### src/rtl/dpram_tile_reader.sv
// Tile read-address generator for the feature-map DPRAM, re-timing read data into a valid/ready stream.
// Optional `define DPRAM_TILE_READER_STALL_CNT_EN adds a saturating stall_cnt output.
module dpram_tile_reader #(
  parameter int ADDR_WIDTH = 19,
  parameter int DATA_WIDTH = 8,
  parameter int DIM_WIDTH  = 10
) (
  input  logic                  clk,
  input  logic                  rst_n,
  input  logic                  start,
  input  logic [ADDR_WIDTH-1:0] base_addr,
  input  logic [DIM_WIDTH-1:0]  num_rows,
  input  logic [DIM_WIDTH-1:0]  num_cols,
  input  logic [DIM_WIDTH-1:0]  row_stride,
  output logic                  busy,
  output logic                  done,
  output logic [ADDR_WIDTH-1:0] mem_addr,
  output logic                  mem_we,
  input  logic [DATA_WIDTH-1:0] mem_dout,
  output logic                  out_valid,
  input  logic                  out_ready,
  output logic [DATA_WIDTH-1:0] out_data,
  output logic                  out_row_end,
  output logic                  out_last
`ifdef DPRAM_TILE_READER_STALL_CNT_EN
  ,
  output logic [15:0]           stall_cnt
`endif
);

  typedef enum logic [1:0] {S_IDLE, S_RUN, S_DRAIN, S_DONE} state_t;

  localparam logic [DIM_WIDTH-1:0]  DIM_ONE  = 1;
  localparam logic [ADDR_WIDTH-1:0] ADDR_ONE = 1;

  state_t                  r_state, w_next_state;
  logic [DIM_WIDTH-1:0]    r_num_rows, r_num_cols, r_stride;
  logic [DIM_WIDTH-1:0]    r_row, r_col;
  logic [ADDR_WIDTH-1:0]   r_row_base, r_addr;
  logic                    r_rd_vld_p1, r_rd_row_end_p1, r_rd_last_p1;
  logic [DATA_WIDTH-1:0]   r_fifo_data [0:1];
  logic [1:0]              r_fifo_row_end, r_fifo_last;
  logic                    r_wr_ptr, r_rd_ptr;
  logic [1:0]              r_count;

  logic                    w_accept, w_zero, w_pop, w_issue;
  logic                    w_col_last, w_row_last, w_is_last;
  logic [1:0]              w_credit;
  logic [ADDR_WIDTH-1:0]   w_stride_ext;

  assign w_zero       = (num_rows == '0) || (num_cols == '0);
  assign w_accept     = (r_state == S_IDLE) && start;
  assign w_col_last   = (r_col == r_num_cols - DIM_ONE);
  assign w_row_last   = (r_row == r_num_rows - DIM_ONE);
  assign w_is_last    = w_col_last && w_row_last;
  assign w_stride_ext = {{(ADDR_WIDTH-DIM_WIDTH){1'b0}}, r_stride};
  assign w_pop        = out_valid && out_ready;
  // Credits: FIFO occupancy plus the read whose data lands next cycle; never exceed 2.
  assign w_credit     = r_count + {1'b0, r_rd_vld_p1};
  assign w_issue      = (r_state == S_RUN) &&
                        ((w_credit < 2'd2) || ((w_credit == 2'd2) && w_pop));

  always_ff @(posedge clk) begin
    if (!rst_n) r_state <= S_IDLE;
    else        r_state <= w_next_state;
  end

  always_comb begin
    w_next_state = r_state;
    case (r_state)
      S_IDLE:  if (start) w_next_state = w_zero ? S_DONE : S_RUN;
      S_RUN:   if (w_issue && w_is_last) w_next_state = S_DRAIN;
      S_DRAIN: if (w_pop && out_last) w_next_state = S_DONE;
      S_DONE:  w_next_state = S_IDLE;
      default: w_next_state = S_IDLE;
    endcase
  end

  always_comb begin
    busy = (r_state == S_RUN) || (r_state == S_DRAIN);
    done = (r_state == S_DONE);
  end

  // Stage p0: address walk; mem_addr is the address presented this cycle.
  always_ff @(posedge clk) begin
    if (!rst_n) begin
      r_addr     <= '0;
      r_row_base <= '0;
      r_row      <= '0;
      r_col      <= '0;
    end else if (w_accept && !w_zero) begin
      r_addr     <= base_addr;
      r_row_base <= base_addr;
      r_row      <= '0;
      r_col      <= '0;
    end else if (w_issue && !w_is_last) begin
      if (w_col_last) begin
        r_col      <= '0;
        r_row      <= r_row + DIM_ONE;
        r_row_base <= r_row_base + w_stride_ext;
        r_addr     <= r_row_base + w_stride_ext;
      end else begin
        r_col  <= r_col + DIM_ONE;
        r_addr <= r_addr + ADDR_ONE;
      end
    end
  end

  always_ff @(posedge clk) begin
    if (w_accept && !w_zero) begin
      r_num_rows <= num_rows;
      r_num_cols <= num_cols;
      r_stride   <= row_stride;
    end
  end

  // Stage p1: issue flag and beat tags wait for the DPRAM read latency.
  always_ff @(posedge clk) begin
    if (!rst_n) begin
      r_rd_vld_p1     <= 1'b0;
      r_rd_row_end_p1 <= 1'b0;
      r_rd_last_p1    <= 1'b0;
      r_wr_ptr        <= 1'b0;
      r_rd_ptr        <= 1'b0;
      r_count         <= 2'd0;
    end else begin
      r_rd_vld_p1     <= w_issue;
      r_rd_row_end_p1 <= w_issue && w_col_last;
      r_rd_last_p1    <= w_issue && w_is_last;
      if (r_rd_vld_p1) r_wr_ptr <= ~r_wr_ptr;
      if (w_pop)       r_rd_ptr <= ~r_rd_ptr;
      case ({r_rd_vld_p1, w_pop})
        2'b10:   r_count <= r_count + 2'd1;
        2'b01:   r_count <= r_count - 2'd1;
        default: r_count <= r_count;
      endcase
    end
  end

  // Stage p2: 2-entry output FIFO.
  always_ff @(posedge clk) begin
    if (r_rd_vld_p1) begin
      r_fifo_data[r_wr_ptr]    <= mem_dout;
      r_fifo_row_end[r_wr_ptr] <= r_rd_row_end_p1;
      r_fifo_last[r_wr_ptr]    <= r_rd_last_p1;
    end
  end

  assign mem_addr    = r_addr;
  assign mem_we      = 1'b0;
  assign out_valid   = (r_count != 2'd0);
  assign out_data    = out_valid ? r_fifo_data[r_rd_ptr] : '0;
  assign out_row_end = out_valid && r_fifo_row_end[r_rd_ptr];
  assign out_last    = out_valid && r_fifo_last[r_rd_ptr];

`ifdef DPRAM_TILE_READER_STALL_CNT_EN
  function automatic logic [15:0] sat_inc16(input logic [15:0] v);
    return (v == 16'hFFFF) ? v : v + 16'd1;
  endfunction

  logic [15:0] r_stall_cnt;

  always_ff @(posedge clk) begin
    if (!rst_n)                       r_stall_cnt <= '0;
    else if (w_accept)                r_stall_cnt <= '0;
    else if (out_valid && !out_ready) r_stall_cnt <= sat_inc16(r_stall_cnt);
  end

  assign stall_cnt = r_stall_cnt;
`endif

endmodule

### config.mk
export PLATFORM = sky130hd
export DESIGN_NAME = dpram_tile_reader
export DESIGN_NICKNAME = d
export VERILOG_FILES = /design/src/rtl/dpram_tile_reader.sv
export SDC_FILE = /design/constraint.sdc
export NUM_CORES = 1
export LEC_CHECK = 0
export BUFFER_PORTS_ARGS = -buffer_cell sky130_fd_sc_hd__buf_4
export CAP_MARGIN = 20
export CELL_PAD_IN_SITES_DETAIL_PLACEMENT = 1
export CELL_PAD_IN_SITES_GLOBAL_PLACEMENT = 1
export CORE_ASPECT_RATIO = 0.6
export CORE_MARGIN = 2
export CORE_UTILIZATION = 40
export CTS_CLUSTER_DIAMETER = 40
export DETAILED_ROUTE_END_ITERATION = 6
export PLACE_DENSITY_LB_ADDON = 0.1
export SLEW_MARGIN = 10
export SYNTH_ARGS = -nofsm -noshare
export SYNTH_HDL_FRONTEND = slang
export SYNTH_SLANG_ARGS = --single-unit
### constraint.sdc
create_clock -name clk -period 3.1 [get_ports clk]
set_input_delay 0.31 -clock clk [delete_from_list [all_inputs] [get_ports clk]]
set_output_delay 0.31 -clock clk [all_outputs]
set_load 0.05 [all_outputs]
Word-level counts from Yosys, hierarchy flattened:

Memory sizes are Yosys's and may differ from the RTL's. A register that Yosys moved wholly into a read port is not among the register bits.
Index checks and enable logic that the tools add are counted.

* muxes and demuxes: 26
* multipliers: 0
* reductions and logical operators: 29
* bitwise logic cells: 3
* divide/modulo/power cells: 0
* shift-type cells: 0
* magnitude comparators: 4
* add/sub/neg operators: 9
* equal/unequal tests: 11

Operators by type and width (number)
* $mux W19: 6
* $add A10 B1 Y10 const B: 2
* $eq A10 B10 Y1: 2
* $logic_not A10 Y1: 2
* $sub A10 B1 Y10 const B: 2
* $add A19 B1 Y19 const B: 1
* $add A19 B10 Y19: 1
* $logic_and A1 B1 Y1: 13
* $mux W10: 1
* $mux W1: 9
* $eq A2 B2 Y1 const B: 4
* $mux W2: 4
* $mux W8: 1
* $pmux W2 S4: 1
* $reduce_bool A2 Y1: 4
* $bwmux W2: 2
* $eq A2 B1 Y1 const B: 2
* $lt A1 B2 Y1 const B: 2
* $ne A2 B2 Y1 const B: 2
* $pmux W2 S2: 1
* $reduce_and A2 Y1: 2
* $logic_or A1 B1 Y1: 3
* $not A1 Y1: 3
* $reduce_and A3 Y1: 1
* other kinds (10): 11

* input port bits: 61
* memories: 1
* RAM bits: 16
* word-level logic and storage cells: 99
* output and inout port bits: 33
* latch bits: 0
* flip-flop bits (word level): 101
* ROM bits: 0

Memory list
* r_fifo_data: words 2, bits a word 8, rd ports 1, clocked after Yosys merged registers in 1, wr ports 1, line 41 `logic [DATA_WIDTH-1:0] r_fifo_data [0:1];`

Depth between registers and ports, before layout:

* depth after elaboration: 8
* mapped depth: 11
* depth with buffers taken out: 9

Least setup slack after synthesis:

Ideal clock, no wire load.

* kind: flip-flop to flip-flop
* from: register r_num_rows[0]
* to: register r_addr[2], in the netlist mem_addr[2]
* required time: 2.983 ns
* arrival: 2.778 ns
* path slack: 0.205 ns
* setup time: 0.117 ns
* clock period less this slack: 2.895 ns
* stages on the path, launching flop included: 12
* cell sequence: edfxtp_1 > inv_1 > ha_1 > or3_1 > or4b_1 > a211oi_2 > a211oi_2 > o2111a_1 > buf_6 > buf_6 > a211o_1 > a32o_1

* longest elaborated chain between the ends: 6

RTL lines
* start: declaration: line 37 `logic [DIM_WIDTH-1:0] r_num_rows, r_num_cols, r_stride;`
* start signal: assignment: line 111 `r_num_rows <= num_rows;`
* $sub A10 B1 Y10: line 54 `assign w_row_last = (r_row == r_num_rows - DIM_ONE);`
* $eq A10 B10 Y1: line 54
* $logic_and A1 B1 Y1: line 55 `assign w_is_last = w_col_last && w_row_last;`
* $logic_not A1 Y1: line 96 `end else if (w_issue && !w_is_last) begin`
* $logic_and A1 B1 Y1: line 96
* $reduce_bool A2 Y1 (no line)
* end signal: assignment: line 92 `r_addr <= base_addr;`
* end signal: assignment: line 101 `r_addr <= r_row_base + w_stride_ext;`
* end signal: assignment: line 104 `r_addr <= r_addr + ADDR_ONE;`
* end: declaration: line 39 `logic [ADDR_WIDTH-1:0] r_row_base, r_addr;`

No other way between the ends.
A chain may end at the register's enable or synchronous reset.

Worst setup path in the final report:

* from: register r_num_rows[0]
* to: register r_addr[11], in the netlist mem_addr[11]

Same word-level chain as after synthesis.

==> out/results.tsv <==
stage	metric	value	unit
run_status	outcome	finished, final reports clean	
power	power.leakage	3.37	nW
hold_path	worstHoldStart	row_stride[9]	
timing	finalCritPeriodShare	98.1	%
timing	setup_ws	57.4	ps
cts	cts_buffer_depth	2	
detailed_routing	drc	0	
setup_path	path_class	flip-flop to flip-flop	
cts	cts-buffers-inserted	17	
timing	fmax	329	MHz
timing	fin_crit	3040	ps
cts	cts.sinks	118	
detailed_routing	drt_iter0_drc	372	
timing	rsz0062_at_grt	yes	
setup_path	critical_path.max_fanout	7	
grt	grt_first_pass_wirelength	35600	um
power	peakVddDrop	413	uV
timing	setup_viol	0	
placement	place_area	7970	um2
setup_path	rr_endpoint	mem_addr[11]$_SDFFE_PN0P_	
hold_path	min_path_cells	1	
floorplanning	placementRows	37	
synth	synthTopCellsByArea	edfxtp_1 22%, dfxtp_1 20%, mux2i_1 4.6%	
placement	place.gp.congestion	0.869	
synth	synth_fp_nets	814	
power	power	7.14	mW
synth	synth_edf_count	50	
hold_path	hp-class	input port to flip-flop	
grt	grt_pass1_vias	6471	
detailed_routing	drt-pass1-iter-count	5	
final_layout	final_layout_size_suffix_gt1_share	23.1	%
synth	synth_flop_cell	dfxtp_1	
final_layout	syn_to_final_growth	26.2	%
setup_path	cp.required	3380	ps
timing	finalHoldViolCount	0	
synth	synth_area	6900	um2
final_layout	fin_area	8710	um2
grt	grt_max_degree	45	
setup_path	cp-start-kind	flip-flop	
synth	yosys.area.top_type_share	21.8	%
timing	slew_violations	0	
detailed_routing	routedWlPerCell	20.4	um
synth	netlist_instances	730	
cts	cts_tree	done	
cts	root_buffer	clkbuf_16	
placement	place_ws	-58.4	ps
cts	clk_pin_slew	70	ps
floorplanning	start_util	40.6	%
setup_path	regToRegSetupSlack	60	ps
floorplanning	core_area	17000	um2
detailed_routing	totalWireLength	22300	um
floorplanning	die_w	174	um
synth	syn_avg_cell_area	9.45	um2
setup_path	rr_startpoint	r_num_rows[0]$_DFFE_PP_	
final_layout	final_util	51.2	%
detailed_routing	viasPerCell	5.77	
floorplanning	chipHeight	106	um
timing	fin_skew	12.7	ps
synth	yosysWarnings	0	
setup_path	worstPathArrival	3330	ps
hold_path	holdPathEnd	r_stride[9]$_DFFE_PP_	
grt	gr-total-overflow	0	
grt	track_usage	24.7	%
timing	worstMarginPinSlew	886	ps
job	drv_cap	0	
final_layout	fillers	1934	
final_layout	antennaDiodeCount	0	
floorplanning	io_pins	94	
synth	ys_seq_area_share	41.5	%
synth	ys_ff_latch	118	
cts	htreeDepth	4	
placement	dp_hpwl	16500	um
detailed_routing	detailroute.via_count	6292	
setup_path	reg2regPathDepth	11	
placement	portBuffers	92	
timing	slew_headroom	40.7	%
synth	ys_types	68	
final_layout	nNetsFinal	928	
synth	yosysTopAreaCell	edfxtp_1	
power	power_density	820	nW/um2
setup_path	endpoint_kind	flip-flop	
floorplanning	die_area	18300	um2
grt	antenna_found_initial	0	
cts	clk_latency	430	ps
synth	async_flop_share	0	%
detailed_routing	ant_nets	0	
==> cell type report <==
cell class | count | area (um2) | area share [%]
Tap cell | 234 | 293 | 3.36
Multi-Input combinational cell | 551 | 3850 | 44.2
Inverter | 24 | 90.1 | 1.03
Clock inverter | 15 | 183 | 2.10
Sequential cell | 118 | 2860 | 32.9
Timing Repair Buffer | 132 | 1000 | 11.5
Clock buffer | 17 | 425 | 4.89
==> cell usage in the layout (no fill, tap or decap), types with 5 or more instances in the layout <==
cell type and instances:
and3_1 13, nand2_1 45, dfxtp_1 68, and4_1 12, xor2_1 25, a211oi_1 20
clkbuf_16 17, mux2i_1 32, nor2_1 45, nor4_1 8, inv_1 23, a221oi_1 8
nand2b_1 11, a311o_1 5, ha_1 22, nand4_1 20, a31oi_1 10, o21bai_1 5
o21ai_0 37, buf_4 131, nand3_1 29, inv_6 5, o31ai_1 8, a21oi_1 27
and2_1 9, a311oi_1 5, xnor2_1 22, nor3_1 28, or3_1 11, or2_2 5
edfxtp_1 50, nor2b_1 10
==> sequential cells by signal (all words and copies together), names as in the netlist, named ones only <==
register and flops:
mem_addr 19, r_row_base 19, r_fifo_data 16, r_col 10
r_num_cols 10, r_num_rows 10, r_row 10, r_stride 10
r_count 2, r_fifo_last 2, r_fifo_row_end 2, r_state 2
r_rd_last_p1 1, r_rd_ptr 1, r_rd_row_end_p1 1, r_rd_vld_p1 1
r_wr_ptr 1
==> how the worst max path moves through the flow <==
| stage | start | end | slack [ps] | cells past startpoint |
|---|---|---|---|---|
| after floorplan | r_num_rows[0]$_DFFE_PP_ | mem_addr[2]$_SDFFE_PN0P_ | 200 | 11 |
| after global placement | r_num_rows[0]$_DFFE_PP_ | mem_addr[3]$_SDFFE_PN0P_ | 80 | 11 |
| after detailed placement | r_num_rows[0]$_DFFE_PP_ | mem_addr[3]$_SDFFE_PN0P_ | -60 | 11 |
| after CTS | r_num_rows[0]$_DFFE_PP_ | mem_addr[3]$_SDFFE_PN0P_ | 50 | 10 |
| after global routing | r_num_rows[1]$_DFFE_PP_ | mem_addr[11]$_SDFFE_PN0P_ | -40 | 11 |
| final | r_num_rows[0]$_DFFE_PP_ | mem_addr[11]$_SDFFE_PN0P_ | 60 | 11 |
==> kinds of logic (layout without fill, tap and decap cells) <==
logic type	count (synthesis)	count (layout)	share of synthesized area, %
other	1	1	0.0544
and+or+nand+nor	274	274	21.9
DFF	118	118	41.5
adders and majority gates	23	23	4.28
xor gates and xnor gates	47	47	5.97
muxes	35	35	5.13
buffers and inverters	61	188	3.86
AOI/OAI and AO/OA	171	171	17.3
==> metrics by stage <==
step / instances / hold WS, ps / setup TNS (ps)
after floorplan: 730 / 404 / 0
after global placement: 1053 / 422 / 0
after detailed placement: 1053 / 425 / -885
after CTS: 1086 / 54.4 / 0
after global routing: 1091 / 50.9 / -246
final: 1091 / 58.6 / 0
==> power by group <==
group	leakage (nW)	internal, mW	total, mW	switching [mW]
sequential	1.03	1.95	2.31	0.360
clock	0.297	1.22	2.09	0.870
combinational	2.04	0.987	2.74	1.76
==> worst max-delay path, cell delays in order (launching register included) <==
cell and delay (ps):
edfxtp_1 370, inv_1 50, ha_1 220, or3_4 340, or4b_4 510, a211oi_4 250, a211oi_4 80, buf_4 160
buf_4 120, or3_4 440, a211oi_1 270, a211oi_1 90
==> routing by layer <==
layer | global-route usage (%) | vias to the layer above | part of all wire [%]
met1 | 34.6 | 3115 | 49
met5 | 0 | - | 0
met2 | 38.9 | 159 | 45
li1 | - | 2997 | -
met3 | 4.91 | 21 | 4.9
met4 | 6.60 | 0 | 1.1
==> what timing repair did <==
item,CTS,global route
hold buffers,0,0
gates resized for setup,2,16
setup buffers,1,6
setup endpoints to repair,36,49
pin swaps,0,5
==> cell usage after synthesis, types with 8 or more instances <==
cell type,count
a211oi_1,21
a21oi_1,29
a221oi_1,9
a31oi_1,10
and2_1,9
and3_1,13
and4_1,12
buf_2,9
clkbuf_1,23
dfxtp_1,68
edfxtp_1,50
ha_1,22
inv_1,24
mux2i_1,32
nand2_1,45
nand2b_1,11
nand3_1,29
nand4_1,20
nor2_1,47
nor2b_1,10
nor3_1,28
nor4_1,10
o21ai_0,37
o31ai_1,8
or3_1,13
xnor2_1,22
xor2_1,25
No activity file was read; power rests on OpenSTA's default activity.
